===== src/rtl/dbg_pkg.sv =====
// Shared command/state types, coprocessor control bit positions and halt causes
// for the host-side debug controller.
package dbg_pkg;

  typedef enum logic [2:0] {
    OP_HALT   = 3'd0,
    OP_RESUME = 3'd1,
    OP_STEP   = 3'd2,
    OP_RD_REG = 3'd3,
    OP_WR_REG = 3'd4,
    OP_RD_CSR = 3'd5,
    OP_WR_CSR = 3'd6
  } dbg_op_t;

  typedef enum logic [2:0] {
    ST_RUN     = 3'd0,
    ST_HALTED  = 3'd1,
    ST_ACCESS  = 3'd2,
    ST_CAPTURE = 3'd3,
    ST_STEP    = 3'd4,
    ST_RESP    = 3'd5
  } dbg_state_t;

  localparam int CTRL_WE   = 0;
  localparam int CTRL_RD   = 1;
  localparam int CTRL_HALT = 2;
  localparam int CTRL_CSR  = 3;

  localparam int REG_ADDR_W = 5;
  localparam int CSR_ADDR_W = 12;

  localparam logic [1:0] HALT_CAUSE_HOST  = 2'd0;
  localparam logic [1:0] HALT_CAUSE_FETCH = 2'd1;
  localparam logic [1:0] HALT_CAUSE_EXEC  = 2'd2;
  localparam logic [1:0] HALT_CAUSE_STEP  = 2'd3;

  // An execute-stage break outranks a fetch break when both are flagged.
  function automatic logic [1:0] break_cause(input logic [1:0] brk);
    return brk[1] ? HALT_CAUSE_EXEC : HALT_CAUSE_FETCH;
  endfunction

  function automatic logic op_is_access(input dbg_op_t op);
    case (op)
      OP_RD_REG, OP_WR_REG, OP_RD_CSR, OP_WR_CSR: return 1'b1;
      default:                                    return 1'b0;
    endcase
  endfunction

  function automatic logic op_is_read(input dbg_op_t op);
    case (op)
      OP_RD_REG, OP_RD_CSR: return 1'b1;
      default:              return 1'b0;
    endcase
  endfunction

  function automatic logic op_is_csr(input dbg_op_t op);
    case (op)
      OP_RD_CSR, OP_WR_CSR: return 1'b1;
      default:              return 1'b0;
    endcase
  endfunction

endpackage


===== src/rtl/debug_controller.sv =====
// Host debug sequencer: halts/resumes/steps the core and sequences register-file
// and CSR accesses over the datapath coprocessor IO port. All port outputs are registered.
module debug_controller
  import dbg_pkg::*;
#(
  parameter int N      = 64,
  parameter int ADDR_W = 15
) (
  input  logic              clk,
  input  logic              reset,
  input  logic              cmd_valid,
  output logic              cmd_ready,
  input  logic [2:0]        cmd_op,
  input  logic [ADDR_W-1:0] cmd_addr,
  input  logic [N-1:0]      cmd_data,
  output logic              rsp_valid,
  input  logic              rsp_ready,
  output logic [N-1:0]      rsp_data,
  output logic              rsp_err,
  input  logic [1:0]        breakSrc,
  output logic [ADDR_W-1:0] coprocessorIOAddr,
  output logic [4:0]        coprocessorIOControl,
  output logic [N-1:0]      coprocessorIODataOut,
  input  logic [N-1:0]      coprocessorIODataIn,
  output logic              halted,
  output logic [1:0]        halt_cause
);

  localparam logic [ADDR_W-1:0] ADDR_ZERO = {ADDR_W{1'b0}};
  localparam logic [N-1:0]      DATA_ZERO = {N{1'b0}};

  dbg_state_t        state_r, state_s;
  logic [4:0]        ctrl_r, ctrl_s, acc_ctrl_s;
  logic [ADDR_W-1:0] addr_r, addr_s;
  logic [N-1:0]      dout_r, dout_s;
  logic              rsp_valid_r, rsp_valid_s;
  logic [N-1:0]      rsp_data_r, rsp_data_s;
  logic              rsp_err_r, rsp_err_s;
  logic              halted_r, halted_s;
  logic [1:0]        cause_r, cause_s;

  dbg_op_t           op_s;
  logic              accept_s, rsp_done_s, addr_bad_s;
  logic              new_rsp_s, new_err_s;
  logic [N-1:0]      new_data_s;

  assign op_s       = dbg_op_t'(cmd_op);
  assign cmd_ready  = ((state_r == ST_RUN) || (state_r == ST_HALTED)) && !rsp_valid_r;
  assign accept_s   = cmd_valid && cmd_ready;
  assign rsp_done_s = rsp_valid_r && rsp_ready;

  // Address range check and coprocessor control word for an access command.
  always_comb begin
    addr_bad_s = 1'b0;
    if (op_is_csr(op_s)) begin
      addr_bad_s = (cmd_addr >> CSR_ADDR_W) != ADDR_ZERO;
    end else begin
      addr_bad_s = (cmd_addr >> REG_ADDR_W) != ADDR_ZERO;
    end
    acc_ctrl_s            = 5'b0_0000;
    acc_ctrl_s[CTRL_HALT] = 1'b1;
    acc_ctrl_s[CTRL_CSR]  = op_is_csr(op_s);
    acc_ctrl_s[CTRL_RD]   = op_is_read(op_s);
    acc_ctrl_s[CTRL_WE]   = op_is_access(op_s) && !op_is_read(op_s);
  end

  // Next state, halt cause and host response selection.
  always_comb begin
    state_s     = state_r;
    cause_s     = cause_r;
    new_rsp_s   = 1'b0;
    new_err_s   = 1'b0;
    new_data_s  = DATA_ZERO;
    rsp_valid_s = rsp_valid_r;
    rsp_data_s  = rsp_data_r;
    rsp_err_s   = rsp_err_r;

    case (state_r)
      ST_RUN: begin
        if (breakSrc != 2'b00) begin
          state_s = ST_HALTED;
          cause_s = break_cause(breakSrc);
        end else begin
          state_s = ST_RUN;
        end
        if (accept_s) begin
          new_rsp_s = 1'b1;
          if (op_s == OP_HALT) begin
            state_s = ST_HALTED;
            cause_s = (breakSrc != 2'b00) ? break_cause(breakSrc) : HALT_CAUSE_HOST;
          end else begin
            new_err_s = 1'b1;
          end
        end else begin
          new_rsp_s = 1'b0;
        end
      end
      ST_HALTED: begin
        if (accept_s) begin
          new_rsp_s = 1'b1;
          case (op_s)
            OP_HALT:   state_s = ST_HALTED;
            OP_RESUME: state_s = ST_RUN;
            OP_STEP:   state_s = ST_STEP;
            OP_RD_REG, OP_WR_REG, OP_RD_CSR, OP_WR_CSR: begin
              if (addr_bad_s) begin
                new_err_s = 1'b1;
                state_s   = ST_HALTED;
              end else begin
                new_rsp_s = 1'b0;
                state_s   = ST_ACCESS;
              end
            end
            default: begin
              new_err_s = 1'b1;
              state_s   = ST_HALTED;
            end
          endcase
        end else begin
          state_s = ST_HALTED;
        end
      end
      ST_ACCESS: begin
        if (ctrl_r[CTRL_RD]) begin
          state_s = ST_CAPTURE;
        end else begin
          state_s   = ST_RESP;
          new_rsp_s = 1'b1;
        end
      end
      ST_CAPTURE: begin
        state_s    = ST_RESP;
        new_rsp_s  = 1'b1;
        new_data_s = coprocessorIODataIn;
      end
      ST_STEP: begin
        state_s = ST_HALTED;
        if (breakSrc != 2'b00) begin
          cause_s = break_cause(breakSrc);
        end else begin
          cause_s = HALT_CAUSE_STEP;
        end
      end
      ST_RESP: begin
        if (rsp_done_s) begin
          state_s = ST_HALTED;
        end else begin
          state_s = ST_RESP;
        end
      end
      default: state_s = ST_RUN;
    endcase

    // A new response can only be raised while none is pending, so it never races a handshake.
    if (new_rsp_s) begin
      rsp_valid_s = 1'b1;
      rsp_err_s   = new_err_s;
      rsp_data_s  = new_data_s;
    end else if (rsp_done_s) begin
      rsp_valid_s = 1'b0;
      rsp_err_s   = 1'b0;
      rsp_data_s  = DATA_ZERO;
    end else begin
      rsp_valid_s = rsp_valid_r;
      rsp_err_s   = rsp_err_r;
      rsp_data_s  = rsp_data_r;
    end
  end

  // Datapath port values follow the state being entered, so they are glitch-free registers.
  always_comb begin
    ctrl_s   = 5'b0_0000;
    addr_s   = ADDR_ZERO;
    dout_s   = DATA_ZERO;
    halted_s = 1'b1;
    case (state_s)
      ST_RUN, ST_STEP: begin
        halted_s = 1'b0;
      end
      ST_HALTED, ST_RESP: begin
        ctrl_s[CTRL_HALT] = 1'b1;
      end
      ST_CAPTURE: begin
        ctrl_s[CTRL_HALT] = 1'b1;
        addr_s            = addr_r;
      end
      ST_ACCESS: begin
        ctrl_s = acc_ctrl_s;
        addr_s = cmd_addr;
        if (acc_ctrl_s[CTRL_WE]) begin
          dout_s = cmd_data;
        end else begin
          dout_s = DATA_ZERO;
        end
      end
      default: begin
        halted_s = 1'b0;
      end
    endcase
  end

  // State and output register update.
  always_ff @(posedge clk or negedge reset) begin
    if (!reset) begin
      state_r     <= ST_RUN;
      ctrl_r      <= 5'b0_0000;
      addr_r      <= ADDR_ZERO;
      dout_r      <= DATA_ZERO;
      rsp_valid_r <= 1'b0;
      rsp_data_r  <= DATA_ZERO;
      rsp_err_r   <= 1'b0;
      halted_r    <= 1'b0;
      cause_r     <= HALT_CAUSE_HOST;
    end else begin
      state_r     <= state_s;
      ctrl_r      <= ctrl_s;
      addr_r      <= addr_s;
      dout_r      <= dout_s;
      rsp_valid_r <= rsp_valid_s;
      rsp_data_r  <= rsp_data_s;
      rsp_err_r   <= rsp_err_s;
      halted_r    <= halted_s;
      cause_r     <= cause_s;
    end
  end

  assign coprocessorIOControl = ctrl_r;
  assign coprocessorIOAddr    = addr_r;
  assign coprocessorIODataOut = dout_r;
  assign rsp_valid            = rsp_valid_r;
  assign rsp_data             = rsp_data_r;
  assign rsp_err              = rsp_err_r;
  assign halted               = halted_r;
  assign halt_cause           = cause_r;

endmodule


===== config.mk =====
export PLATFORM = sky130hd
export DESIGN_NAME = debug_controller
export DESIGN_NICKNAME = d
export VERILOG_FILES = /design/src/rtl/dbg_pkg.sv /design/src/rtl/debug_controller.sv
export SDC_FILE = /design/constraint.sdc
export NUM_CORES = 1
export LEC_CHECK = 0
export ABC_AREA = 1
export ABC_CLOCK_PERIOD_IN_PS = 5360
export BUFFER_PORTS_ARGS = -buffer_cell sky130_fd_sc_hd__buf_2
export CAP_MARGIN = 10
export CORE_AREA = 2 2 117 119
export DETAILED_ROUTE_END_ITERATION = 12
export DIE_AREA = 0 0 119 121
export PLACE_DENSITY = 0.9
export SLEW_MARGIN = 10
export SYNTH_ARGS = -nofsm -noshare
export SYNTH_HDL_FRONTEND = slang
export SYNTH_SLANG_ARGS = --single-unit

===== constraint.sdc =====
create_clock -name clk -period 5.36 [get_ports clk]
set_clock_uncertainty 0.2 [all_clocks]
set_input_delay 0.804 -clock clk [delete_from_list [all_inputs] [get_ports clk]]
set_output_delay 0.804 -clock clk [all_outputs]
set_load 0.05 [all_outputs]

# [Word level (Yosys, flattened, before mapping)]
# Cells that the tools add are included.
[totals] ff_bits=156 latchBits=0 ramBits=0 rom_bits=0 inputBits=152 word_cells=86 mem_count=0
[op_classes] n_addsub=0 mul=0 n_div=0 order_cmp=0 eq_ne=15 n_shift=0 n_mux=43 bitwise_logic=0 n_reduce_logical=19
[op_table] cell="64-bit two-way mux" count=5
[op_table] cell="15-bit one-hot mux with 2 select lines" count=1
[op_table] cell="15-bit nonzero test" count=2
[op_table] cell="3-bit by 2-bit equality test with 1-bit output (second input constant)" count=6
[op_table] cell="3-bit equality test (second input constant)" count=6
[op_table] cell="1-bit two-way mux" count=18
[op_table] cell="3-bit one-hot mux with 6 select lines" count=1
[op_table] cell="2-bit two-way mux" count=8
[op_table] cell="3-bit two-way mux" count=5
[op_table] cell="3-bit by 1-bit equality test with 1-bit output (second input constant)" count=3
[op_table] cell="3-bit one-hot mux with 3 select lines" count=1
[op_table] cell="4-bit OR reduction" count=2
[op_table] cell="3-bit logical NOT" count=2
[op_table] cell="2-bit nonzero test" count=3
[op_table] cell="1-bit logical AND" count=4
[op_table] cell="1-bit one-hot mux with 2 select lines" count=2
[op_table] cell="1-bit one-hot mux with 4 select lines" count=1
[op_table] cell="2-bit one-hot mux with 2 select lines" count=1
[op_table] cell="2-bit OR reduction" count=2
[op_table] cell="3-bit OR reduction" count=1
[op_table] cell="1-bit logical NOT" count=2
[op_table] cell="1-bit logical OR" count=1

# [Longest topological paths before layout]
[logic_depth] ltp_word=11 ltp_mapped=15 mapped_depth_nobuf=13

# [Worst setup path before layout]
# No wires, ideal clock.
[synth_timing] kind="register -> register" start="reg state_r[2]" end="reg dout_r[24], in the netlist coprocessorIODataOut[24]" setup_time_ns=0.068 arrival_time_ns=2.247 t_required_ns=5.092 path_slack_ns=2.845 stages_incl_launch_ff=15 path_buffers=2 synth_period_minus_slack_ns=2.515 path_cell_list="dfrtp_1 > inv_2 > ha_1 > inv_1 > nor2_2 > nand2_2 > nor2_1 > nand4_1 > nand2_1 > nand2_2 > nor2_8 > inv_2 > buf_6 > buf_12 > nor2_4"
[synth_via] elab_chain_len=8 word_cells_on_any_way=14 classes_between="6 x eq/ne; 4 x mux; 4 x reduce/logical"
[synth_lines] item="start, declared" line_no="debug_controller.sv:32" rtl="dbg_state_t state_r, state_s;"
[synth_lines] item="start signal, assigned" line_no="debug_controller.sv:215" rtl="state_r <= state_s;"
[synth_lines] item="3-bit by 1-bit equality test with 1-bit output or 3-bit logical NOT (tied branches)" line_no="debug_controller.sv:48" rtl="assign cmd_ready = ((state_r == ST_RUN) || (state_r == ST_HALTED)) && !rsp_valid_r;"
[synth_lines] item="1-bit logical OR (*)" line_no="debug_controller.sv:48"
[synth_lines] item="1-bit logical AND (*)" line_no="debug_controller.sv:48"
[synth_lines] item="named net cmd_ready" line_no="debug_controller.sv:12" rtl="output logic cmd_ready,"
[synth_lines] item="1-bit logical AND (*)" line_no="debug_controller.sv:49" rtl="assign accept_s = cmd_valid && cmd_ready;"
[synth_lines] item="3-bit two-way mux (on tied branches)" line_no="debug_controller.sv:99, debug_controller.sv:86"
[synth_lines] item="3-bit one-hot mux with 6 select lines (*)" line_no="debug_controller.sv:78" rtl="case (state_r)"
[synth_lines] item="3-bit by 2-bit equality test with 1-bit output (*)" line_no="debug_controller.sv:176" rtl="case (state_s)"
[synth_lines] item="64-bit two-way mux (*)" line_no="debug_controller.sv:176"
[synth_lines] item="named net dout_s[24]" line_no="debug_controller.sv:35" rtl="logic [N-1:0] dout_r, dout_s;"
[synth_lines] item="end signal, assigned" line_no="debug_controller.sv:218" rtl="dout_r <= dout_s;"
[synth_lines] item="end, declared" line_no="debug_controller.sv:35"
# Mark *: on every way through the listed nets, which the timed path passes. The rest lies on a longest branch.
# A chain may end at the register's enable or synchronous reset.

# [Worst setup path after layout]
[layout_timing] start="reg state_r[2]" end="reg dout_r[3], in the netlist coprocessorIODataOut[3]"
[layout_via] elab_chain_len=8 word_cells_on_any_way=14 classes_between="6 x eq/ne; 4 x mux; 4 x reduce/logical"
[layout_lines] item="3-bit by 1-bit equality test with 1-bit output or 3-bit logical NOT (tied branches)" line_no="debug_controller.sv:48, debug_controller.sv:78"
[layout_lines] item="1-bit logical OR" line_no="debug_controller.sv:48"
[layout_lines] item="1-bit logical AND" line_no="debug_controller.sv:48"
[layout_lines] item="1-bit logical AND" line_no="debug_controller.sv:49"
[layout_lines] item="3-bit two-way mux (on tied branches)" line_no="debug_controller.sv:99, debug_controller.sv:86"
[layout_lines] item="3-bit one-hot mux with 6 select lines (*)" line_no="debug_controller.sv:78"
[layout_lines] item="3-bit by 2-bit equality test with 1-bit output (*)" line_no="debug_controller.sv:176"
[layout_lines] item="64-bit two-way mux (*)" line_no="debug_controller.sv:176"
[layout_lines] item="named net dout_s[3]" line_no="debug_controller.sv:35"
# Marked as above.

==> run metrics <==
status=finished, final reports clean; Req. time, crit path=5.49 ns; Worst R2R Setup Slack=2.24 ns; Comb pwr share=20.0%; FF-to-FF path depth=14; Area Overhead vs Synth=32.73%; P_int=2.039 mW; final wirelength=18.39 mm; FF/Latch Area=0.003854 mm^2; Rel. slew slack=18.77%; CTS Hold Bufs=0; worst slack, placed=2.083 ns; nets=1097; synthesized netlist cell count=662; type of the worst min-delay path=in -> async; Avg Inst Size Synth=9.787 um^2; Peak Freq=320.9 MHz; critical path, cell by cell=inv_2 -> ha_1 -> inv_1 -> nor2_2 -> nand2_2 -> inv_2 -> nand2_2 -> nand2_1 -> a21oi_2 -> nand3_4 -> nor2_8 -> clkinv_2 -> buf_4 -> nor2_1; post-synthesis sequential area ratio=59.48%; core area=0.01309 mm^2; CP endpoint=coprocessorIODataOut[3]; # rows=42; first-pass GRT wire length=28.76 mm; Post-synth top flop=dfrtp_1; synth warn=0; Sequential Power Share=40.7%; Via-to-Cell Ratio=5.207; # Post-CTS Setup Buffers=0; R2R Path End=coprocessorIODataOut[3]; drt drc=0; total CTS buffers=17; Buf/Inv on CP=5; Worst setup startpoint=state_r[2]; remaining antenna violation count=0; Final GP Congestion=0.8197; P_sw=0.9337 mW; Setup TNS=0 ns; max incr delay on CP=0.44 ns; largest cells by area after synthesis=dfrtp_1 59%, nand2_1 9.3%, nand3_1 6.8%; Initial Util=49.51%; Chip Height=121 um; synthesized cell area=0.006479 mm^2; Total GRT Usage=25.70%; routed vias=5889; Worst Path Arrival=3.25 ns; Placed Area=0.008016 mm^2; origin of the critical flop-to-flop path=state_r[2]; Synth area leader=dfrtp_1; CTS H-tree depth=4; CTS tree=done; Crit Path Class=reg -> reg; CP endpoint kind=flop; Die Wd=119 um; layout cells sized above 1=41.51%; Clock Latency Late Sink=0.41 ns; post-DP HPWL=12.82 mm; cell area after layout=0.008600 mm^2; RSZ-0062 raised after global routing=no; Final Hold Vio Count=0; switching share of total power=31.41%; vias in the first global route=5647; Setup crit start kind=flop; initial antenna violation count=2; FF+latch count, synth=154; max-slew violations=0; I/O pin cnt=306; number of max-cap violations=0; Worst Max-Slew Pin Slew=1.214 ns; Clock Tree Root=clkbuf_16; top cell type's share of synthesized area=59.48%; die area=0.01440 mm^2; top cells by count, synth=160 x nand2_1, 154 x dfrtp_1, 88 x nand3_1; syn nets=817; Period Utilization, post-route=58.13%; post-cts sizing count=0; DR WL/cell=16.26 um; Post-synth ARST share=100.0%; Pwr per Cell Area=345.6 mW/mm^2; Pre-antenna DRT Iters=5; IO buf count=304; crit path time final=3.116 ns; cell family with most CP delay=simple AND/OR/NAND/NOR gates; most frequent cell after synthesis=nand2_1; area of the multi-input gates=0.002218 mm^2; FILL cells=1031; clock group share of total power=39.4%; initial DRC count=539; Clk pin slew, worst setup/hold paths=0.06 ns; Longest Clk Path Bufs=2; setup ws final=2.244 ns; post-synthesis cell type count=30; Final setup viols=0; grt total ovfl=0; Worst path depth=14; worst-path maximum fanout=37; largest net degree at the start of global routing=81; VDD IR-drop max=0.0001901 V; CP max-delay cell=dfrtp_1; leakage=5.089 nW; EDFF count, synth=0; clock sinks=154
[metrics by stage]
stage	hold WS (ns)	util (%)	std cells	total power [mW]
4_1_cts	0.2438	65.70	1130	2.992
6_report	0.2169	65.72	1131	2.972
5_1_grt	0.2872	65.72	1131	3.098
3_3_place_gp	0.2742	61.26	1099	1.813
2_1_floorplan	0.3084	-	662	1.652
3_5_place_dp	0.2807	61.26	1099	1.820
[power by group through the flow]
stage,logic [mW],registers [mW],clock network [mW]
2_1_floorplan,0.363,1.29,0
3_3_place_gp,0.585,1.23,0
3_5_place_dp,0.590,1.23,0
4_1_cts,0.591,1.21,1.19
5_1_grt,0.636,1.21,1.25
6_report,0.593,1.21,1.17
[worst register-to-register path, cell delays in order (launching register included)]
cell	delay, ns
dfrtp_1	0.44
inv_2	0.09
ha_1	0.20
inv_1	0.06
nor2_2	0.04
nand2_2	0.12
inv_2	0.07
nand2_2	0.06
nand2_1	0.08
a21oi_2	0.21
nand3_4	0.25
nor2_8	0.30
clkinv_2	0.24
buf_4	0.44
nor2_1	0.23
[sequential cells by signal, summed over array words and instances, names as in the netlist]
signal	cells
coprocessorIOAddr	15
coprocessorIOControl	4
coprocessorIODataOut	64
halt_cause	2
rsp_data	64
rsp_err	1
rsp_valid	1
state_r	3
[per-layer routing]
layer	GRT usage (%)	routed length, um	up-vias
met2	44.11	9450	316
met4	10.71	451	2
li1	-	-	2731
met5	0	17	-
met3	8.177	1513	36
met1	29.83	6952	2804
[cell type report]
class                      count  area share [%]
antenna                        1         0.02910
clock buffer                  23           5.674
clock inverter                 8           1.077
inverter                      38           1.673
multi-input combinational    420           25.80
sequential                   154           44.81
tap                          176           2.561
timing repair buffer         311           18.38
[layout by cell type, fill, tap and decap left out]
| master | Yosys | layout |
|---|---|---|
| inv_1 | 31 | 31 |
| buf_6 | 1 | 1 |
| nand3_2 | 2 | 3 |
| nor2_8 | 1 | 1 |
| a31oi_1 | 1 | 1 |
| dfrtp_1 | 154 | 154 |
| o21ai_0 | 2 | 2 |
| buf_2 | 12 | 303 |
| clkbuf_16 | 0 | 17 |
| nand2_2 | 7 | 9 |
| a21oi_1 | 2 | 2 |
| nor3_1 | 1 | 1 |
| clkbuf_1 | 28 | 2 |
| nor2_4 | 30 | 31 |
| o211ai_1 | 1 | 1 |
| clkinvlp_4 | 0 | 1 |
| nand2_1 | 160 | 158 |
| nor2_2 | 1 | 1 |
| nor2_1 | 47 | 46 |
| clkbuf_8 | 0 | 4 |
| diode_2 | 0 | 1 |
| a21oi_2 | 1 | 1 |
| bufinv_16 | 0 | 2 |
| or2_2 | 1 | 1 |
| clkinv_2 | 0 | 6 |
| nand4_1 | 67 | 67 |
| conb_1 | 1 | 1 |
| o21ai_2 | 1 | 1 |
| nand3_4 | 1 | 1 |
| nand3_1 | 88 | 87 |
| o31ai_1 | 1 | 1 |
| ha_1 | 3 | 3 |
| buf_4 | 6 | 7 |
| inv_2 | 7 | 6 |
| a211oi_1 | 1 | 1 |
[cells by family (layout without fill, tap and decap cells)]
group           Yosys count  in the layout  share of synthesized area, %
flops                   154            154                         59.48
fa+ha+maj                 3              3                        0.5794
other cells               1              2                       0.05788
simple gates            406            406                         32.31
compound gates           10             10                         1.024
buf+inv                  88            380                         6.547
[worst min-delay path by stage]
stage | start | end | slack, ns | depth (start not counted)
final | reset | rsp_data[45] | 0.22 | 1
after global routing | reset | rsp_data[45] | 0.29 | 1
after CTS | reset | rsp_data[45] | 0.24 | 1
after detailed placement | rsp_data[63] | rsp_data[63] | 0.28 | 2
after global placement | rsp_data[0] | rsp_data[0] | 0.27 | 2
after floorplan | reset | coprocessorIOAddr[0] | 0.31 | 0
No activity file was read; power rests on OpenSTA's default activity.
